[src/rtl/mdu_seq.sv]
// Radix-2 sequential multiply/divide unit for the RISC-V M extension, valid/ready on both sides.
// Define MDU_FAST_MUL_EN to run multiplies through a single registered multiplier instead.
//
//  state | meaning
//  IDLE  | waiting for an op, InReady high
//  CALC  | one shift-add / shift-subtract iteration per edge
//  FIX   | sign correction and high/low select into Result
//  DONE  | Result held until OutReady
module mdu_seq #(
    parameter int WORDS    = 32,
    parameter int CTRLBITS = 3
) (
    input  logic                clk,
    input  logic                rst_n,
    input  logic                Flush,
    input  logic                InValid,
    output logic                InReady,
    input  logic [CTRLBITS-1:0] Op,
    input  logic [WORDS-1:0]    A,
    input  logic [WORDS-1:0]    B,
    output logic                OutValid,
    input  logic                OutReady,
    output logic [WORDS-1:0]    Result,
    output logic                Busy
);

    localparam int CW = $clog2(WORDS);
    localparam logic [CW-1:0] LAST = CW'(WORDS - 1);
    localparam logic [WORDS-1:0] MOST_NEG = {1'b1, {(WORDS-1){1'b0}}};

    typedef enum logic [1:0] {IDLE, CALC, FIX, DONE} state_t;

    state_t state, state_nx;

    logic [CTRLBITS-1:0] op_q;
    logic [WORDS-1:0]    b_mag;
    logic [2*WORDS-1:0]  acc;
    logic                neg_q;
    logic [CW-1:0]       count;

    logic                accept, is_div, is_rem, signed_a, signed_b, a_neg, b_neg, neg_in;
    logic [WORDS-1:0]    a_abs, b_abs, special_res, fast_res;
    logic                div_zero, div_ovf, fast_hit;

    logic [WORDS:0]      mul_sum, div_sh, div_diff;
    logic                div_ok;
    logic [2*WORDS-1:0]  mul_nx, div_nx, prod_fix;
    logic [WORDS-1:0]    q_fix, r_fix, fix_res;

    assign InReady  = (state == IDLE) && !Flush;
    assign OutValid = (state == DONE);
    assign Busy     = (state != IDLE);
    assign accept   = InValid && InReady;

    always_comb begin
        is_div   = Op[2];
        is_rem   = Op[2] && Op[1];
        signed_a = (Op == CTRLBITS'(1)) || (Op == CTRLBITS'(2)) ||
                   (Op == CTRLBITS'(4)) || (Op == CTRLBITS'(6));
        signed_b = (Op == CTRLBITS'(1)) || (Op == CTRLBITS'(4)) || (Op == CTRLBITS'(6));
        a_neg    = signed_a && A[WORDS-1];
        b_neg    = signed_b && B[WORDS-1];
        a_abs    = a_neg ? -A : A;
        b_abs    = b_neg ? -B : B;
        // remainder follows the dividend; quotient and product follow the sign mismatch
        neg_in   = is_rem ? a_neg : (a_neg ^ b_neg);
        div_zero = is_div && (B == '0);
        div_ovf  = ((Op == CTRLBITS'(4)) || (Op == CTRLBITS'(6))) && (A == MOST_NEG) && (B == '1);
        if (div_zero)
            special_res = is_rem ? A : '1;
        else
            special_res = is_rem ? '0 : A;
    end

`ifdef MDU_FAST_MUL_EN
    logic [2*WORDS+1:0] fast_a, fast_b, fast_prod;
    always_comb begin
        fast_a    = {{(WORDS+2){signed_a && A[WORDS-1]}}, A};
        fast_b    = {{(WORDS+2){signed_b && B[WORDS-1]}}, B};
        fast_prod = fast_a * fast_b;
        fast_hit  = !is_div;
        fast_res  = (Op == CTRLBITS'(0)) ? fast_prod[WORDS-1:0] : fast_prod[2*WORDS-1:WORDS];
    end
`else
    assign fast_hit = 1'b0;
    assign fast_res = '0;
`endif

    always_comb begin
        mul_sum  = {1'b0, acc[2*WORDS-1:WORDS]} + (acc[0] ? {1'b0, b_mag} : '0);
        mul_nx   = {mul_sum, acc[WORDS-1:1]};
        div_sh   = acc[2*WORDS-1:WORDS-1];
        div_diff = div_sh - {1'b0, b_mag};
        div_ok   = !div_diff[WORDS];
        div_nx   = {(div_ok ? div_diff[WORDS-1:0] : div_sh[WORDS-1:0]), acc[WORDS-2:0], div_ok};
        prod_fix = neg_q ? -acc : acc;
        q_fix    = neg_q ? -acc[WORDS-1:0] : acc[WORDS-1:0];
        r_fix    = neg_q ? -acc[2*WORDS-1:WORDS] : acc[2*WORDS-1:WORDS];
        if (op_q[2])
            fix_res = op_q[1] ? r_fix : q_fix;
        else
            fix_res = (op_q == CTRLBITS'(0)) ? prod_fix[WORDS-1:0] : prod_fix[2*WORDS-1:WORDS];
    end

    always_ff @(posedge clk or negedge rst_n) begin
        if (!rst_n) state <= IDLE;
        else        state <= state_nx;
    end

    always_comb begin
        state_nx = state;
        case (state)
            IDLE: if (accept) state_nx = (div_zero || div_ovf || fast_hit) ? DONE : CALC;
            CALC: if (count == LAST) state_nx = FIX;
            FIX:  state_nx = DONE;
            DONE: if (OutReady) state_nx = IDLE;
            default: state_nx = IDLE;
        endcase
        if (Flush) state_nx = IDLE;
    end

    always_ff @(posedge clk or negedge rst_n) begin
        if (!rst_n) begin
            op_q   <= '0;
            b_mag  <= '0;
            acc    <= '0;
            neg_q  <= 1'b0;
            count  <= '0;
            Result <= '0;
        end else if (accept) begin
            op_q  <= Op;
            b_mag <= b_abs;
            acc   <= {{WORDS{1'b0}}, a_abs};
            neg_q <= neg_in;
            count <= '0;
            if (div_zero || div_ovf) Result <= special_res;
            else if (fast_hit)       Result <= fast_res;
        end else if (state == CALC && !Flush) begin
            acc   <= op_q[2] ? div_nx : mul_nx;
            count <= count + 1'b1;
        end else if (state == FIX && !Flush) begin
            Result <= fix_res;
        end
    end

endmodule

[config.mk]
export PLATFORM = sky130hd
export DESIGN_NAME = mdu_seq
export DESIGN_NICKNAME = d
export VERILOG_FILES = /design/src/rtl/mdu_seq.sv
export SDC_FILE = /design/constraint.sdc
export NUM_CORES = 1
export LEC_CHECK = 0
export ABC_AREA = 1
export CAP_MARGIN = 30
export CORE_ASPECT_RATIO = 1.25
export CORE_MARGIN = 5
export CORE_UTILIZATION = 45
export DETAILED_ROUTE_END_ITERATION = 12
export PLACE_DENSITY = 0.62
export SLEW_MARGIN = 20
export SYNTH_ARGS = -nofsm -noshare
export SYNTH_HDL_FRONTEND = slang
export SYNTH_SLANG_ARGS = --single-unit
[constraint.sdc]
create_clock -name clk -period 3.4 [get_ports clk]
set_clock_uncertainty 0.1 [all_clocks]
set_input_delay 0.68 -clock clk [delete_from_list [all_inputs] [get_ports clk]]
set_output_delay 0.68 -clock clk [all_outputs]
set_load 0.005 [all_outputs]
==> flow_results.org, run 1 <==
** Synthesis
- The number of nets in the synthesized netlist is 3130.
- Distinct cell type count after synthesis :: 56
- Commonest cells in the synthesized netlist :: 870 x nand2_1, 348 x nand3_1, 329 x nor2_1
- Post-Synth Adder-Cell Area :: 5.83%
- Most frequent cell after synthesis :: nand2_1
- Proportion of netlist area held by the largest area contributor :: 20.3%
- Multiplexer cells account for 0% of the synthesized area.
- FF+latch count, synth :: 139
- Post-synthesis simple-gate area fraction :: 41.1%
- In the post-synthesis netlist, the biggest area contributors are dfrtp_1 20%, nand2_1 19%, nand3_1 10%.
- For this run, asynchronously set or reset flops after synthesis account for 100%.
- Number of warning messages in the yosys log :: 0
- In this run the cell area of the synthesized design comes to 17200 sq um.
- Main combinational cell family by area after synthesis :: simple AND/OR/NAND/NOR gates
- In the synthesized netlist the dominant register cell turns out to be dfrtp_1.
- Share of the yosys chip area belonging to registers :: 20.3%
- XOR/XNOR share of the synthesized area :: 5.00%
- Summing the areas of all compound-gate instances in the mapped netlist gives 17.4% of the synthesized area.
- After technology mapping, the gate count stands at 2980.
- Number of enable-type register cells in the synthesized netlist :: 0
- Average cell area after synthesis :: 5.76 sq um
- The largest total area in the synthesized netlist belongs to dfrtp_1.

** GRT
- met2 is the most crowded layer.
- The initial antenna violation count came to 1.
- Vias in the first global route :: 20700
- First-pass GRT wire length :: 121000 um
- Global routing consumed, over all layers together, 37.7% of the routing resources.
- Global routing consumed, on the met2 layer, 64.9% of the routing resources.
- GRT overflow :: 0
- M1 GR Usage :: 40.7%
- For this run, global-route usage on met3 was measured as 4.81%.
- Entering global routing, the biggest net connects 58 pins.

** Clock tree
- The number of hold buffers added after CTS was 0.
- After clock tree synthesis, the clock-pin slew on the worst setup and hold paths is 0.07 ns.
- The number of clock buffers added by TritonCTS is 17.
- Clock tree synthesis found a total of 139 sinks.
- The clock tree synthesis step divided the H-tree into 4 levels.
- Once the clock tree was built, the resizer swapped 0 gates to a different size.
- Worst-case clock buffer depth :: 2
- Clock root buffer master :: clkbuf_16
- Clock latency on the worst-skew pair, taken at its later pin, is 0.48 ns.
- Clock tree from TritonCTS :: done
- Post-CTS timing repair inserted 0 buffers for setup.

** Placement
- Final HPWL DP :: 64700 um
- Cell area after placement :: 19400 sq um
- Final GP Congestion :: 1.05
- In this run the tool buffered the top-level ports with 106 buffer cells.
- Cell total after placement :: 3591

** Floorplanning
- Floorplan die area :: 42200 sq um
- Row count :: 80
- Die X :: 185 um
- For this configuration, the core starts out at a cell density of 45.2%.
- Core footprint :: 37900 sq um
- Height of the die :: 228 um
- Pin placement for this block handled 107 I/O pins.

** Detailed routing
- The first routing iteration left 1883 violations.
- The count of nets left with antenna violations once routing finished came out at 0.
- Post-DR wirelength/cell :: 22.1 um
- Summed over all layers, the routed wires come to 80200 um.
- Length of the first detailed-routing pass in iterations :: 7
- Using the TritonRoute via totals, the vias-per-cell ratio works out to 5.81.
- Via count :: 21000
- After detailed routing, the number of remaining DRC violations is 0.

** Cells and area
- Number of non-filler instances in the completed layout :: 3623
- With fillers left out, the area of the finished cells amounts to 20000 sq um.
- Count of nets after finishing :: 3268
- In the final layout, the share of cells above drive strength 1 is 7.28%.
- From synthesis to final layout, the design area changed by 16.7%.
- The number of antenna diodes in the final layout is 0.

** Hold path
- The tightest min-delay check is of the primary input to async pin type.

** Power and ir drop
- IR analysis of the VDD net gives a maximum drop of 0.492 mV.
- Power density of the placed cells :: 992 nW/um^2
- Power comes to 19.9 mW.
- Leak pwr :: 9.95 nW

** Critical path
- Walking the worst path, the cells encountered are buf_12, nand2_1, inv_1, ha_1, a21oi_1, o21ai_0, a21oi_1, o21ai_1, nand2_1, nand3_1, nand2_1, nor2_1, nor2_1, nand2_1, nand2_1.
- Crit path max-delay family :: compound AO/OA/AOI/OAI gates
- The number of buffers and inverters on the critical path is 2.
- Among all stages on the critical path, the largest delay is contributed by dfrtp_1.
- Launching element type of the critical path :: flip-flop
- By instance count, the cell type seen most on the critical path is nand2_1.
- CP Max Fanout :: 31
- Kind of end point of the critical path :: flip-flop
- Data on the critical path is required at its endpoint by 3.71 ns.
- Slowest cell delay on critical path :: 0.54 ns
- For the worst setup path, the data arrival time is 3.43 ns.
- The setup path with the least slack is of type flip-flop to flip-flop.

** STA
- The number of max-slew violations in the final report was 0.
- Final TNS setup :: 0 ns
- Setup repair after global routing missed its margin :: no
- Setup violations remaining at the end of the flow were counted as 0.
- Static timing analysis puts the maximum clock frequency at 0.321 GHz.
- Final period utilization :: 91.8%
- The worst path in the final design needs a cycle of 3.12 ns, including I/O delays and setup.
- Count of final hold-check violations :: 0
- The worst pin sits at a relative slew slack of 46.8%.
- Slew at the pin with the worst max-slew slack :: 0.798 ns

** Job
- Total of max-cap violations :: 0

** Run status
- Outcome :: finished clean
cells by family after synthesis:
kind of cell / count (synthesis)
compound gates: 545
xor+xnor: 98
fa+ha+maj: 79
buf+inv: 452
flops: 139
simple gates: 1667
area by class of cell:
type	count	area (sq um)
inverters	332	1250
multi-input cells	2389	11900
well taps	492	616
clock inverters	13	191
clock buffers	19	433
fillers	4016	17900
repair buffers	239	2150
flip-flops and latches	139	3480
report_power, final:
| group | leakage [nW] | switching [mW] | internal (mW) |
|---|---|---|---|
| sequential | 1.71 | 1.05 | 2.39 |
| combinational | 7.94 | 9.53 | 4.81 |
| clock | 0.294 | 0.861 | 1.23 |
| total | 9.95 | 11.4 | 8.43 |
worst paths after layout:
path | cells past startpoint | slack, ns | start | end
setup / recovery | 15 | 0.28 | acc[0]$_DFFE_PN0P_ | acc[59]$_DFFE_PN0P_
max in group asynchronous | 2 | 2.46 | rst_n | b_mag[11]$_DFFE_PN0P_
hold / removal | 1 | 0.02 | rst_n | Result[15]$_DFFE_PN0P_
setup reg to reg | 15 | 0.28 | acc[0]$_DFFE_PN0P_ | acc[59]$_DFFE_PN0P_
hold reg to reg | 1 | 0.37 | count[3]$_DFFE_PN0P_ | count[3]$_DFFE_PN0P_
min in group clk | 1 | 0.37 | count[3]$_DFFE_PN0P_ | count[3]$_DFFE_PN0P_
state kept, by name, summed over array words and instances, names as in the netlist:
| register | cells |
|---|---|
| neg_q | 1 |
| acc | 64 |
| op_q | 3 |
| count | 5 |
| state | 2 |
| Result | 32 |
| b_mag | 32 |
stage by stage:
stage          hold WS [ns]  util, %  setup slack, ns
6_report             0.0185     52.8            0.280
4_1_cts              0.0248     52.8            0.313
3_5_place_dp          0.369     51.1            0.218
5_1_grt              0.0346     52.8            0.102
2_1_floorplan         0.284        -            0.768
3_3_place_gp          0.356     51.1            0.248
cell usage in the layout, fill, tap and decap left out, types with 4 or more instances in the layout:
cell             instances
o22ai_1                  6
clkdlybuf4s50_1        105
clkbuf_16               17
a21oi_1                172
inv_2                   12
or2_2                   14
xor2_1                  75
nand2_1                869
nor2_1                 329
nor4_1                   5
ha_1                    76
dfrtp_1                137
bufinv_16                4
nor2_2                   6
nand4_1                 28
o21ai_0                255
o21a_1                  10
nor3_2                   6
buf_4                  126
o21ai_1                 19
nand3b_1                17
nor3_1                  25
nand3_1                348
o221ai_1                 4
xnor2_1                 23
a21boi_1                12
o211ai_1                16
inv_1                  318
buf_12                   7
a21o_1                   8
nand2_2                  6
o21bai_1                 5
a22oi_1                 18
metal layers:
layer	share of wire, %	vias to the layer above
li1	-	10000
met1	35	9773
met2	49	947
met3	5.9	302
met4	10	0
met5	0	-
(Power assumes the default switching activity.)
==> run 2, diff against run 1 <==
==> constraint.sdc (replaced) <==
create_clock -name clk -period 3.99 [get_ports clk]
set_clock_uncertainty 0.1 [all_clocks]
set_input_delay 0.798 -clock clk [delete_from_list [all_inputs] [get_ports clk]]
set_output_delay 0.798 -clock clk [all_outputs]
set_load 0.005 [all_outputs]
==> run 2 against run 1 <==
  * Clock power fell by 14%
  * Routed wire length barely moved
  * Die area did not move
  * Non-clock buffer count fell by 66
  * Worst hold slack improved by 0.14 ns
  * Total power fell by 16%
  * Register-to-register slack improved by 0.44 ns
  * Combinational power fell by 16%
  * Sequential share of layout area rose by 0.48 points
  * Maximum frequency fell by 4.5%
  * Sequential power fell by 12%
==> flow_results.org, run 2 (same netlist as run 1, synthesis figures left out) <==
** Placement
- Final HPWL DP :: 63900 um (was 64700 um)
- Port Buffer Count :: 106 (unchanged)
- Cell area after placement :: 18900 sq um (was 19400 sq um)
- The routability-driven placement congestion ratio was 1.07 (was 1.05).

** Critical path
- The worst reg2reg path endpoint is acc[0]$_DFFE_PN0P_ (was acc[59]$_DFFE_PN0P_).
- CP Max Fanout :: 21 (was 31)
- The delay of the slowest cell on the worst path came to 0.44 ns (was 0.54 ns).
- Launching element type of the critical path :: flip-flop (unchanged)
- The category of the most critical setup path was flip-flop to flip-flop (unchanged).
- Crit path capture :: acc[0]$_DFFE_PN0P_ (was acc[59]$_DFFE_PN0P_)
- Cell type with the highest occurrence count on the critical path :: nand2_2 (was nand2_1)
- The logic depth of the worst register-to-register path was 15 (unchanged).
- The startpoint of the worst setup timing path is b_mag[0]$_DFFE_PN0P_ (was acc[0]$_DFFE_PN0P_).
- The master of the slowest instance on the critical path was fa_1 (was dfrtp_1).
- Launch point of the worst reg-to-reg path :: b_mag[0]$_DFFE_PN0P_ (was acc[0]$_DFFE_PN0P_)
- Kind of end point of the critical path :: flip-flop (unchanged)
- The slack of the worst reg-to-reg path came to 0.72 ns (was 0.28 ns).
- The worst endpoint data arrival time came to 3.49 ns (was 3.43 ns).
- Crit path cell chain: ha_1, fa_1, inv_1, nand3_1, nand2_2, nand3_1, nand2_2, nand2_1, nand2_2, nand2_2, nand3_2, nand2_4, buf_12, o21ai_1, o221ai_1 (was buf_12, nand2_1, inv_1, ha_1, a21oi_1, o21ai_0, a21oi_1, o21ai_1, nand2_1, nand3_1, nand2_1, nor2_1, nor2_1, nand2_1, nand2_1).
- The required time of the critical path is 4.21 ns (was 3.71 ns).

** Detailed routing
- Via count :: 20700 (was 21000)
- Length of the first detailed-routing pass in iterations :: 7 (unchanged)
- The initial DRC count came to 1920 (was 1883).
- Post-DRT Antenna Nets :: 0 (unchanged)
- The total wirelength of the detailed-routed design came to 80200 um (about the same).
- Post-DR wirelength/cell :: 22.5 um (was 22.1 um)
- Vias/cell :: 5.83 (was 5.81)
- DRC Markers :: 0 (unchanged)

** Run status
- Outcome :: finished clean (unchanged)

** Clock tree
- The maximum count of clock buffers along a single path was 2 (unchanged).
- The TritonCTS clock tree is done (unchanged).
- Number of sinks driven by the clock tree :: 139 (unchanged)
- Clock-pin slew on the worst setup and hold paths :: 0.07 ns (about the same)
- The post-cts gate resize count is 0 (unchanged).
- Number of levels the H-tree was split into :: 4 (unchanged)
- Insertion delay of the later-clocked pin in the worst-skew pair :: 0.47 ns (was 0.48 ns)
- Clock root buffer master :: clkbuf_16 (unchanged)
- # Post-CTS Setup Buffers :: 0 (unchanged)
- Post-CTS Hold Buffers :: 0 (unchanged)
- TritonCTS buffer count :: 17 (unchanged)

** STA
- Slew at the pin with the worst max-slew slack :: 0.794 ns (was 0.798 ns)
- Final TNS setup :: 0 ns (unchanged)
- Post-layout minimum cycle time :: 3.27 ns (was 3.12 ns)
- Setup repair after global routing missed its margin :: no (unchanged)
- Count of final hold-check violations :: 0 (unchanged)
- Worst hold margin :: 0.158 ns (was 0.0185 ns)
- Maximum achievable frequency :: 0.306 GHz (was 0.321 GHz)
- Count of pins over their slew limit :: 0 (unchanged)
- Worst-case headroom to the max-slew limit :: 47.0% (was 46.8%)
- Number of failing setup endpoints in the final timing report :: 0 (unchanged)
- Final period utilization :: 81.9% (was 91.8%)

** Hold path
- Hold Path Class :: primary input to async pin (unchanged)

** Floorplanning
- The boundary pin count came to 107 (unchanged).
- Floorplan die area :: 42200 sq um (unchanged)
- Core footprint :: 37900 sq um (unchanged)
- Height of the die :: 228 um (unchanged)
- Effective utilization at floorplan :: 45.2% (unchanged)
- The horizontal extent of the die is 185 um (unchanged).
- The number of cell rows was 80 (unchanged).

** Cells and area
- The final-stage net count was 3202 (was 3268).
- Regs by FF count :: acc: 64 flops, Result: 32 flops, b_mag: 32 flops (unchanged)
- Cell area after layout :: 19500 sq um (was 20000 sq um)
- The count of inserted antenna diode cells was 0 (unchanged).
- The area growth from synthesis to final layout came to 13.6% (was 16.7%).
- Top register by number of flip-flops :: acc (unchanged)
- The post-layout utilization of the core came to 51.4% (was 52.8%).
- Flip-flop count of the largest register, all copies and words added :: 64 (unchanged)
- Commonest cells after routing, fill and taps aside: 869 x nand2_1, 348 x nand3_1, 329 x nor2_1 (unchanged).
- The share of final-layout standard cells stronger than drive strength 1 came to 5.29% (was 7.28%).
- Most common cell after layout, fill and taps aside :: nand2_1 (unchanged)

** GRT
- The number of global-route vias before repair is 20000 (was 20700).
- The initial antenna violation count was 0 (was 1).
- Tot GR Track Use :: 37.4% (was 37.7%)
- GRT overflow :: 0 (unchanged)
- Maximum number of pins on one net before global-route repair :: 74 (was 58)
- The wire length of the first global-routing pass came to 120000 um (was 121000 um).

** Power and ir drop
- Leak pwr :: 9.61 nW (was 9.95 nW)
- Worst supply voltage drop on vdd :: 0.424 mV (was 0.492 mV)
- The power per unit of standard cell area came to 861 nW/um^2 (was 992 nW/um^2).
- The overall power came to 16.8 mW (was 19.9 mW).

** Job
- Total of max-cap violations :: 0 (unchanged)
## run 2: layout make-up
cell class	instances	area [sq um]
multi-input combinational	2389	11900
tap	492	616
clock inverter	13	191
inverter	332	1250
fill	4078	18400
timing repair buffer	173	1610
clock buffer	19	433
sequential	139	3480
## run 2: worst max-delay path, delay by kind of cell, from the launching register on
| family | cells | cell delay [ns] |
|---|---|---|
| buffers and inverters | 2 | 0.37 |
| AND/OR/NAND/NOR | 9 | 1.05 |
| AO/OA/AOI/OAI | 2 | 0.40 |
| flip-flops | 1 | 0.43 |
| adder cells (fa/ha/maj) | 2 | 0.75 |
## run 2: layer usage
metal | up-vias | global-route usage [%] | wire (um)
met5 | - | 0 | 0
met4 | 0 | 31.5 | 8280
met3 | 286 | 4.49 | 4810
met2 | 986 | 63.1 | 38300
met1 | 9571 | 41.4 | 28800
li1 | 9891 | - | -
## run 2: power breakdown
part           leakage [nW]  internal [mW]  switching (mW)
Combinational          7.60           3.90            8.07
Sequential             1.71           2.03           0.996
Clock                 0.294           1.05           0.737
Total                  9.61           6.98            9.80
## run 2: how the worst min path moves through the flow
stage	end	depth (start not counted)	start	slack (ns)
after global routing	Result[15]$_DFFE_PN0P_	1	rst_n	0.19
after CTS	Result[15]$_DFFE_PN0P_	1	rst_n	0.17
after floorplan	count[3]$_DFFE_PN0P_	1	count[3]$_DFFE_PN0P_	0.33
final	Result[15]$_DFFE_PN0P_	1	rst_n	0.16
after global placement	count[3]$_DFFE_PN0P_	1	count[3]$_DFFE_PN0P_	0.35
after detailed placement	Result[26]$_DFFE_PN0P_	2	Result[26]$_DFFE_PN0P_	0.37
## run 2: stage by stage
step	setup slack [ns]	instances
finish	0.723	3557
global route	0.620	3557
CTS	0.769	3557
detailed placement	0.414	3525
global placement	0.393	3524
floorplan	1.36	2980
==> run 3, diff against run 2 <==
==> constraint.sdc (replaced) <==
create_clock -name clk -period 3.03 [get_ports clk]
set_clock_uncertainty 0.1 [all_clocks]
set_input_delay 0.606 -clock clk [delete_from_list [all_inputs] [get_ports clk]]
set_output_delay 0.606 -clock clk [all_outputs]
set_load 0.005 [all_outputs]
==> run 3 against run 2 <==
  * Worst hold slack got worse by 0.15 ns
  * Combinational power increased by 38%
  * Utilization increased by 2.8 points
  * Clock power increased by 25%
  * Non-clock buffer count increased by 127
==> flow_results.org, run 3 (same netlist as run 1, synthesis figures left out) <==
** STA
- The number of max-slew violations in the final report is 0 (unchanged).
- The aggregate negative setup slack is 0 ns (unchanged).
- The final-layout worst hold slack came to 0.0107 ns (was 0.158 ns).
- Post-layout minimum cycle time :: 2.88 ns (was 3.27 ns)
- The final hold violation count was 0 (unchanged).
- The relative slew slack was 50.6% (was 47.0%).
- The fmax was 0.348 GHz (was 0.306 GHz).
- Number of failing setup endpoints in the final timing report :: 0 (unchanged)
- The pin slew with the least headroom to its limit is 0.736 ns (was 0.794 ns).
- The post-route fraction of the period consumed by the critical path came to 94.9% (was 81.9%).
- Setup repair after global routing missed its margin :: no (unchanged)

** Critical path
- The required time of the critical path came to 3.28 ns (was 4.21 ns).
- FF-to-FF setup slack :: 0.15 ns (was 0.72 ns)
- Critical Path AT :: 3.13 ns (was 3.49 ns)
- The largest fanout of any net on the critical path was 4 (was 21).
- Launching element type of the critical path :: flip-flop (unchanged)
- Critical path type :: flip-flop to flip-flop (unchanged)
- Kind of end point of the critical path :: flip-flop (unchanged)

** Cells and area
- Most common cell after layout, fill and taps aside :: nand2_1 (unchanged)
- The share of final-layout standard cells stronger than drive strength 1 came to 9.56% (was 5.29%).
- Flip-flop count of the largest register, all copies and words added :: 64 (unchanged)
- Commonest cells after routing, fill and taps aside :: 869 x nand2_1, 348 x nand3_1, 327 x nor2_1 (was 869 x nand2_1, 348 x nand3_1, 329 x nor2_1)
- The register with the most flip-flops is acc (unchanged).
- Number of antenna repair diodes :: 0 (unchanged)
- The final-stage net count was 3329 (was 3202).
- Regs by FF count :: acc: 64 flops, Result: 32 flops, b_mag: 32 flops (unchanged)
- Final cell utilization of the core :: 54.2% (was 51.4%)
- Number of non-filler instances in the completed layout :: 3684 (was 3557)
- The final-layout fill cell count was 3918 (was 4078).
- The area growth from synthesis to final layout is 19.8% (was 13.6%).
- Cell area after layout :: 20600 sq um (was 19500 sq um)

** GRT
- The aggregate global routing overflow was 0 (unchanged).
- Initial antenna violation count :: 0 (unchanged)
- Maximum number of pins on one net before global-route repair :: 75 (was 74)
- The total global routing track utilization is 37.4% (about the same).
- The number of global-route vias before repair came to 20700 (was 20000).
- The wire length of the first global-routing pass is 121000 um (was 120000 um).

** Floorplanning
- The number of cell rows is 80 (unchanged).
- The area of the die came to 42200 sq um (unchanged).
- Core footprint :: 37900 sq um (unchanged)
- The starting utilization of the core area is 45.2% (unchanged).
- Number of I/O pins :: 107 (unchanged)
- The horizontal extent of the die came to 185 um (unchanged).
- The die outline height came to 228 um (unchanged).

** Clock tree
- TritonCTS buffer count :: 17 (unchanged)
- The clock transition time at the flip-flop clock pins of the worst setup and hold paths was 0.06 ns (was 0.07 ns).
- The root cell of the clock tree was clkbuf_16 (unchanged).
- Number of levels the H-tree was split into :: 4 (unchanged)
- Insertion delay of the later-clocked pin in the worst-skew pair :: 0.48 ns (was 0.47 ns)
- The TritonCTS clock tree was done (unchanged).
- Worst-case clock buffer depth :: 2 (unchanged)
- Number of sinks driven by the clock tree :: 139 (unchanged)

** Power and ir drop
- The power share of the clock group was 10.0% (was 10.6%).
- Sequential power share :: 16.5% (was 18.0%)
- Share of total power in combinational logic :: 73.5% (was 71.3%)
- Pint :: 9.50 mW (was 6.98 mW)
- Worst supply voltage drop on vdd :: 0.541 mV (was 0.424 mV)
- Net switching share of the total power :: 57.6% (was 58.4%)
- The power per unit of standard cell area is 1090 nW/um^2 (was 861 nW/um^2).
- Net Sw Power :: 12.9 mW (was 9.80 mW)
- The leakage power of the design came to 10.3 nW (was 9.61 nW).

** Job
- Total of max-cap violations :: 0 (unchanged)

** Detailed routing
- The routed via count is 21100 (was 20700).
- Post-DRT Antenna Nets :: 0 (unchanged)
- The initial DRC count was 1797 (was 1920).
- Sum of routed wire length over all layers :: 79900 um (was 80200 um)
- The detailed-route wire length per cell came to 21.7 um (was 22.5 um).
- The number of vias per cell was 5.72 (was 5.83).
- The first-pass iteration count of the detailed router is 6 (was 7).
- DRC Markers :: 0 (unchanged)

** Placement
- Cell area after placement :: 19900 sq um (was 18900 sq um)
- The cell count after placement is 3650 (was 3525).
- Final GP Congestion :: 1.06 (was 1.07)
- Port Buffer Count :: 106 (unchanged)
- Final HPWL DP :: 65700 um (was 63900 um)

** Hold path
- The kind of path behind the tightest hold check was primary input to async pin (unchanged).

** Run status
- Outcome: finished clean (unchanged).
run 3: what timing repair did:
action	4_1_cts	5_1_grt
setup buffers	0	1
hold buffers	0	0
gates cloned	0	1
pin swaps	0	2
gates resized for setup	2	16
setup endpoints to repair	19	29
run 3: final timing paths:
path / to / start / cells past startpoint
max: acc[52]$_DFFE_PN0P_ / b_mag[13]$_DFFE_PN0P_ / 13
min: Result[17]$_DFFE_PN0P_ / rst_n / 1
max reg2reg: acc[52]$_DFFE_PN0P_ / b_mag[13]$_DFFE_PN0P_ / 13
min reg2reg: count[3]$_DFFE_PN0P_ / count[3]$_DFFE_PN0P_ / 1
max in group asynchronous: neg_q$_DFFE_PN0P_ / rst_n / 2
min in group clk: count[3]$_DFFE_PN0P_ / count[3]$_DFFE_PN0P_ / 1
run 3: power groups by stage:
stage          Combinational, mW  Sequential (mW)  Clock [mW]
2_1_floorplan               10.3             3.30           0
3_3_place_gp                15.9             3.67           0
3_5_place_dp                16.0             3.68           0
4_1_cts                     16.1             3.67        2.25
5_1_grt                     18.1             3.77        2.33
6_report                    16.5             3.70        2.23
run 3: per-stage QoR:
| stage | power (mW) | setup slack (ns) |
|---|---|---|
| 5_1_grt | 24.1 | 0.0107 |
| 3_3_place_gp | 19.6 | -0.0536 |
| 3_5_place_dp | 19.7 | -0.0402 |
| 6_report | 22.4 | 0.155 |
| 2_1_floorplan | 13.6 | 0.398 |
| 4_1_cts | 22.0 | 0.0395 |
run 3: area by class of cell:
class | count | area [sq um] | share of cell area (%)
sequential | 139 | 3480 | 16.9
tap | 492 | 616 | 2.99
clock inverter | 14 | 160 | 0.779
clock buffer | 18 | 439 | 2.14
timing repair buffer | 300 | 2650 | 12.9
multi-input combinational | 2389 | 12000 | 58.2
inverter | 332 | 1250 | 6.07
run 3: metal layers:
layer	vias to the layer above	GRT usage (%)	routed length (um)	share of wire (%)
met5	-	0	0	0
met4	0	30.8	8530	11
met3	296	5.44	4720	5.9
met2	885	64.5	38500	48
met1	9743	39.8	28100	35
li1	10100	-	-	-
run 3: worst max-delay path: stages (launching register included):
cell and delay [ns]:
dfrtp_1 0.50, inv_1 0.08, ha_1 0.36, nand2_1 0.12, nor2_1 0.14, inv_1 0.10, nor3_1 0.58, nand3_1 0.15
nand3_1 0.25, nand2_1 0.08, nand3_1 0.09, nand3_1 0.07, nand2_1 0.08, nand2_1 0.05
